`config.mk`:
```
export PLATFORM = sky130hd
export DESIGN_NAME = multicycle_controller_flat
export DESIGN_NICKNAME = d
export VERILOG_FILES = /design/src/rtl/multicycle_controller_if.sv /design/src/rtl/multicycle_controller.sv /design/src/flat_wrapper.sv
export SDC_FILE = /design/constraint.sdc
export NUM_CORES = 1
export LEC_CHECK = 0
export BUFFER_PORTS_ARGS = -buffer_cell sky130_fd_sc_hd__buf_2
export CORE_MARGIN = 1
export CORE_UTILIZATION = 45
export DETAILED_ROUTE_END_ITERATION = 7
export PLACE_DENSITY_LB_ADDON = 0.08
export SYNTH_ARGS = -nofsm -noshare
export SYNTH_HDL_FRONTEND = slang
export SYNTH_SLANG_ARGS = --single-unit
export TNS_END_PERCENT = 100
```
`constraint.sdc`:
```
create_clock -name clk -period 1.9 [get_ports clk]
set_input_delay 0.095 -clock clk [delete_from_list [all_inputs] [get_ports clk]]
set_output_delay 0.095 -clock clk [all_outputs]
set_load 0.005 [all_outputs]
```
`src/rtl/multicycle_controller_if.sv`:
```
// Control bundle between the multi-cycle RV32I controller (master) and the shared datapath (slave).
// The master receives instruction fields and ALU flags and drives every datapath enable and mux select.
interface multicycle_controller_if;
    logic [6:0] opcode;
    logic [2:0] func3;
    logic       zero;
    logic       neg;
    logic       pc_write;
    logic       adr_src;
    logic       mem_write;
    logic       ir_write;
    logic [1:0] result_src;
    logic [1:0] alu_src_a;
    logic [1:0] alu_src_b;
    logic [1:0] alu_op;
    logic       reg_write;
    logic [2:0] imm_src;
    logic       illegal;

    modport master (
        input  opcode, func3, zero, neg,
        output pc_write, adr_src, mem_write, ir_write, result_src,
               alu_src_a, alu_src_b, alu_op, reg_write, imm_src, illegal
    );

    modport slave (
        output opcode, func3, zero, neg,
        input  pc_write, adr_src, mem_write, ir_write, result_src,
               alu_src_a, alu_src_b, alu_op, reg_write, imm_src, illegal
    );
endinterface

```
`src/rtl/multicycle_controller.sv`:
```
// Main control FSM of the multi-cycle RV32I core: sequences the shared datapath one instruction at a time.
// Define ILLEGAL_HALT_EN to stop in a HALT state on an unsupported opcode; otherwise it is skipped as a NOP.
module multicycle_controller #(
    parameter int STATE_W = 4
) (
    input logic                    clk,
    input logic                    rst,
    multicycle_controller_if.master bus
);

    localparam logic [6:0] OP_LOAD   = 7'b0000011;
    localparam logic [6:0] OP_STORE  = 7'b0100011;
    localparam logic [6:0] OP_RTYPE  = 7'b0110011;
    localparam logic [6:0] OP_ITYPE  = 7'b0010011;
    localparam logic [6:0] OP_BRANCH = 7'b1100011;
    localparam logic [6:0] OP_JAL    = 7'b1101111;
    localparam logic [6:0] OP_JALR   = 7'b1100111;
    localparam logic [6:0] OP_LUI    = 7'b0110111;

    typedef enum logic [STATE_W-1:0] {
        FETCH,
        DECODE,
        MEM_ADR,
        MEM_READ,
        MEM_WB,
        MEM_WRITE,
        EXEC_R,
        EXEC_I,
        ALU_WB,
        BRANCH,
        JAL,
        JALR,
        JALR_PC,
`ifdef ILLEGAL_HALT_EN
        HALT,
`endif
        LUI
    } state_t;

    state_t     state_q;
    state_t     state_d;

    logic       pc_write;
    logic       adr_src;
    logic       mem_write;
    logic       ir_write;
    logic [1:0] result_src;
    logic [1:0] alu_src_a;
    logic [1:0] alu_src_b;
    logic [1:0] alu_op;
    logic       reg_write;
    logic [2:0] imm_src;
    logic       illegal;
    logic       taken;

    always_ff @(posedge clk) begin
        if (rst) begin
            state_q <= FETCH;
        end else begin
            state_q <= state_d;
        end
    end

    always_comb begin
        case (bus.func3)
            3'b000:  taken = bus.zero;
            3'b001:  taken = ~bus.zero;
            3'b100:  taken = bus.neg;
            3'b101:  taken = ~bus.neg;
            default: taken = 1'b0;
        endcase
    end

    // imm_src follows the opcode in every state so the immediate is ready whenever a state needs it.
    always_comb begin
        case (bus.opcode)
            OP_STORE:  imm_src = 3'b001;
            OP_BRANCH: imm_src = 3'b010;
            OP_JAL:    imm_src = 3'b011;
            OP_LUI:    imm_src = 3'b100;
            default:   imm_src = 3'b000;
        endcase
    end

    always_comb begin
        state_d    = state_q;
        pc_write   = 1'b0;
        adr_src    = 1'b0;
        mem_write  = 1'b0;
        ir_write   = 1'b0;
        result_src = 2'b00;
        alu_src_a  = 2'b00;
        alu_src_b  = 2'b00;
        alu_op     = 2'b00;
        reg_write  = 1'b0;
        illegal    = 1'b0;

        case (state_q)
            FETCH: begin
                ir_write   = 1'b1;
                alu_src_b  = 2'b10;
                result_src = 2'b10;
                pc_write   = 1'b1;
                state_d    = DECODE;
            end
            DECODE: begin
                alu_src_a = 2'b01;
                alu_src_b = 2'b01;
                case (bus.opcode)
                    OP_LOAD, OP_STORE: state_d = MEM_ADR;
                    OP_RTYPE:          state_d = EXEC_R;
                    OP_ITYPE:          state_d = EXEC_I;
                    OP_BRANCH:         state_d = BRANCH;
                    OP_JAL:            state_d = JAL;
                    OP_JALR:           state_d = JALR;
                    OP_LUI:            state_d = LUI;
`ifdef ILLEGAL_HALT_EN
                    default:           state_d = HALT;
`else
                    default:           state_d = FETCH;
`endif
                endcase
            end
            MEM_ADR: begin
                alu_src_a = 2'b10;
                alu_src_b = 2'b01;
                state_d   = (bus.opcode == OP_LOAD) ? MEM_READ : MEM_WRITE;
            end
            MEM_READ: begin
                adr_src = 1'b1;
                state_d = MEM_WB;
            end
            MEM_WB: begin
                result_src = 2'b01;
                reg_write  = 1'b1;
                state_d    = FETCH;
            end
            MEM_WRITE: begin
                adr_src   = 1'b1;
                mem_write = 1'b1;
                state_d   = FETCH;
            end
            EXEC_R: begin
                alu_src_a = 2'b10;
                alu_op    = 2'b10;
                state_d   = ALU_WB;
            end
            EXEC_I: begin
                alu_src_a = 2'b10;
                alu_src_b = 2'b01;
                alu_op    = 2'b11;
                state_d   = ALU_WB;
            end
            ALU_WB: begin
                reg_write = 1'b1;
                state_d   = FETCH;
            end
            BRANCH: begin
                alu_src_a = 2'b10;
                alu_op    = 2'b01;
                pc_write  = taken;
                state_d   = FETCH;
            end
            // JAL loads the target computed in DECODE while the ALU forms the link address OldPC+4.
            JAL: begin
                alu_src_a = 2'b01;
                alu_src_b = 2'b10;
                pc_write  = 1'b1;
                state_d   = ALU_WB;
            end
            JALR: begin
                alu_src_a = 2'b10;
                alu_src_b = 2'b01;
                state_d   = JALR_PC;
            end
            JALR_PC: begin
                alu_src_a = 2'b01;
                alu_src_b = 2'b10;
                pc_write  = 1'b1;
                state_d   = ALU_WB;
            end
            LUI: begin
                result_src = 2'b11;
                reg_write  = 1'b1;
                state_d    = FETCH;
            end
`ifdef ILLEGAL_HALT_EN
            HALT: begin
                illegal = 1'b1;
                state_d = HALT;
            end
`endif
            default: state_d = FETCH;
        endcase

        // Reset parks the datapath on the FETCH selects with every write enable held off.
        if (rst) begin
            pc_write   = 1'b0;
            adr_src    = 1'b0;
            mem_write  = 1'b0;
            ir_write   = 1'b0;
            result_src = 2'b10;
            alu_src_a  = 2'b00;
            alu_src_b  = 2'b10;
            alu_op     = 2'b00;
            reg_write  = 1'b0;
            illegal    = 1'b0;
            state_d    = FETCH;
        end
    end

    assign bus.pc_write   = pc_write;
    assign bus.adr_src    = adr_src;
    assign bus.mem_write  = mem_write;
    assign bus.ir_write   = ir_write;
    assign bus.result_src = result_src;
    assign bus.alu_src_a  = alu_src_a;
    assign bus.alu_src_b  = alu_src_b;
    assign bus.alu_op     = alu_op;
    assign bus.reg_write  = reg_write;
    assign bus.imm_src    = imm_src;
    assign bus.illegal    = illegal;

endmodule

```
`src/flat_wrapper.sv`:
```
// flat-port wrapper written by rule: the top's interface ports become plain ports
module multicycle_controller_flat 
#(
    parameter int STATE_W = 4
)
  (clk, rst, bus_opcode, bus_func3, bus_zero, bus_neg, bus_pc_write, bus_adr_src, bus_mem_write, bus_ir_write, bus_result_src, bus_alu_src_a, bus_alu_src_b, bus_alu_op, bus_reg_write, bus_imm_src, bus_illegal);
  multicycle_controller_if bus_i ();
  input logic clk;
  input logic rst;
  input wire logic [$bits(bus_i.opcode)-1:0] bus_opcode;
  input wire logic [$bits(bus_i.func3)-1:0] bus_func3;
  input wire logic [$bits(bus_i.zero)-1:0] bus_zero;
  input wire logic [$bits(bus_i.neg)-1:0] bus_neg;
  output wire logic [$bits(bus_i.pc_write)-1:0] bus_pc_write;
  output wire logic [$bits(bus_i.adr_src)-1:0] bus_adr_src;
  output wire logic [$bits(bus_i.mem_write)-1:0] bus_mem_write;
  output wire logic [$bits(bus_i.ir_write)-1:0] bus_ir_write;
  output wire logic [$bits(bus_i.result_src)-1:0] bus_result_src;
  output wire logic [$bits(bus_i.alu_src_a)-1:0] bus_alu_src_a;
  output wire logic [$bits(bus_i.alu_src_b)-1:0] bus_alu_src_b;
  output wire logic [$bits(bus_i.alu_op)-1:0] bus_alu_op;
  output wire logic [$bits(bus_i.reg_write)-1:0] bus_reg_write;
  output wire logic [$bits(bus_i.imm_src)-1:0] bus_imm_src;
  output wire logic [$bits(bus_i.illegal)-1:0] bus_illegal;
  assign bus_i.opcode = bus_opcode;
  assign bus_i.func3 = bus_func3;
  assign bus_i.zero = bus_zero;
  assign bus_i.neg = bus_neg;
  assign bus_pc_write = bus_i.pc_write;
  assign bus_adr_src = bus_i.adr_src;
  assign bus_mem_write = bus_i.mem_write;
  assign bus_ir_write = bus_i.ir_write;
  assign bus_result_src = bus_i.result_src;
  assign bus_alu_src_a = bus_i.alu_src_a;
  assign bus_alu_src_b = bus_i.alu_src_b;
  assign bus_alu_op = bus_i.alu_op;
  assign bus_reg_write = bus_i.reg_write;
  assign bus_imm_src = bus_i.imm_src;
  assign bus_illegal = bus_i.illegal;
  multicycle_controller #(.STATE_W(STATE_W)) u_core (.clk(clk), .rst(rst), .bus(bus_i));
endmodule
```
==> results.toml <==
[timing]
final_max_slew_viol_count = 0
whs_ps = 164
finalHoldViolations = 0
rsz0062_at_grt = "false"
post-route-min-period_ps = 1740
setup_viol = 0
worst_clock_skew_ps = 7.73
fin_setup_tns_ps = 0
setup_ws_ps = 155
fin_crit_sh_pct = 91.8
max_freq_mhz = 573

[global_route]
grt_max_degree = 16
antenna_found_initial = 0
grt_pass1_wl_mm = 2.36
grt_overflow = 0
track_usage_pct = 21.3
grt_pass1_vias = 544

[logic_synthesis]
ys_types = 42
yosysSeqAreaShare_pct = 11.9
avgSynthCellArea_um2 = 7.24
syn_inst = 93
yosysTopAreaCell = "dfxtp_1"
synth_top_cell_area_share_pct = 11.9
synthesis.nets = 107
ys_warn_count = 0
synthTopCellsByArea = "dfxtp_1 12%, a21oi_1 6.7%, nand3_1 5.2%"
ys_seq_elements = 4
syn-cell-area_um2 = 673

[power]
power.density_mw_per_mm2 = 363
ir_drop_mv = 0.257
leakage_nw = 0.359

[die]
initial_utilization_pct = 49.9
rows = 13
fp.coreArea_mm2 = 0.00135
die_y_um = 40.7
pin_count = 31
die_w_um = 40.7
fp.dieArea_mm2 = 0.00165

[cts]
clock_latency_ps = 240
cts-root-buf = "clkbuf_4"
cts_buffers = 3
htreeDepth = 1
cts.sinks = 4
ctsHoldBuffers = 0
cts_buffer_depth = 2
cts_setup_buffers = 0
clk_pin_slew_worst_paths_ps = 40
cts_tree = "built"

[cells_and_area]
largest_reg_flops = 4
top_register = "u_core.state_q"
fill_cells = 127
final_common_cell = "buf_2"
drive_above_1_share_pct = 39.0
biggestRegsByFlops = "u_core.state_q (4)"
antennaDiodeCount = 0
syn_to_final_growth_pct = 20.1
final_nets = 134
mostFrequentLayoutCells = "29 x buf_2, 9 x nor2_1, 9 x a21oi_1"

[worst_setup_path]
startpoint_type = "register"
worstPathMaxFanout = 13
worstSetupPathType = "register to primary output"
reg2reg_depth = 5
crit_path_end_kind = "primary output"
worstPathArrival_ps = 1650
critPathRequiredTime_ps = 1800

[route]
drc = 0
viasPerCell = 5.65
detail_route.wl_per_cell_um = 11.7
drt-total-wl_mm = 1.56
first_pass_iters = 5
vias = 751
first_iter_violations = 10
drtAntennaViolNets = 0

[run]
maxCapViolCount = 0

[place]
port_buffers = 29
post-place-ws_ps = 268
hpwl_mm = 1.18
place.gp.congestion = 0.867

[hold_path]
min_path_type = "primary input to register"
holdPathStages = 3

[run_status]
status = "finished, final reports clean"
logic make-up after synthesis:
group	count (synthesis)	synth area share, %
AND/OR/NAND/NOR	52	47.2
AO/OA/AOI/OAI	18	17.7
buffers and inverters	9	9.85
XOR/XNOR	5	6.51
multiplexers	4	6.32
flip-flops	4	11.9
other	1	0.557
critical path: stages, from the launching register on:
cell	delay, ps
dfxtp_2	430
and2b_1	190
nand2_2	60
or4_1	470
a21oi_1	140
buf_2	120
layer usage:
layer	wire length [µm]	track usage, %
met1	736	26.8
met2	766	36.5
met3	57	4.89
met4	0	5.00
met5	0	0
cells in the mapped netlist:
cell type / n
nor3b_1: 1
xnor2_1: 3
inv_1: 1
clkbuf_1: 1
o21bai_1: 1
a221oi_2: 1
xor2_1: 2
a21oi_1: 9
or4b_1: 1
nor2b_1: 2
nand3_1: 7
and2_1: 1
a21oi_2: 1
a31oi_1: 1
or4b_4: 1
a2111oi_2: 1
or2_2: 1
mux2_2: 2
nand2_1: 2
o21ai_1: 1
and3b_1: 2
mux2i_1: 2
nor3_2: 2
buf_2: 2
and2b_1: 2
nand4_1: 1
and3_1: 2
buf_4: 2
nor4_1: 1
o21ai_0: 2
nand3b_1: 3
or3_1: 1
nand2_2: 1
nand4b_1: 1
o22ai_1: 1
buf_6: 3
dfxtp_1: 4
or4_1: 1
conb_1: 1
nor2_1: 9
nand2b_1: 5
nor3_1: 5
report_power, final:
group	internal (W)	switching [W]	leakage (nW)
sequential	0.0000875	0.00000766	0.0338
combinational	0.0000420	0.0000508	0.311
clock	0.0000706	0.0000350	0.0138
total	0.000200	0.0000935	0.359
final timing paths:
check                                        from           endpoint  slack (ps)
worst max-delay path            u_core.state_q[0]       bus_pc_write         160
worst max register to register  u_core.state_q[1]  u_core.state_q[0]         390
worst min register to register  u_core.state_q[1]  u_core.state_q[3]         630
worst min-delay path                bus_opcode[3]  u_core.state_q[3]         160
cell type report:
type	count	area, µm²	share of cell area (%)
clock buffer	3	22.5	2.79
inverter	1	3.75	0.464
multi-input combinational	80	527	65.2
timing repair buffer	30	153	18.9
sequential	4	83.8	10.4
tap	15	18.8	2.32
per-stage QoR:
stage	power (W)	instance area (µm²)	util, %	std cells
finish	0.000294	808	59.9	133
global route	0.000312	808	59.9	133
CTS	0.000297	805	59.6	133
detailed placement	0.000188	782	57.9	130
global placement	0.000188	782	57.9	130
floorplan	0.000156	673	-	93
repair_timing:
action / CTS / global route
endpoints found under the setup margin: 0 / 3
hold endpoints to repair: 0 / 0
resized for setup: 0 / 3
(Power assumes the default switching activity.)
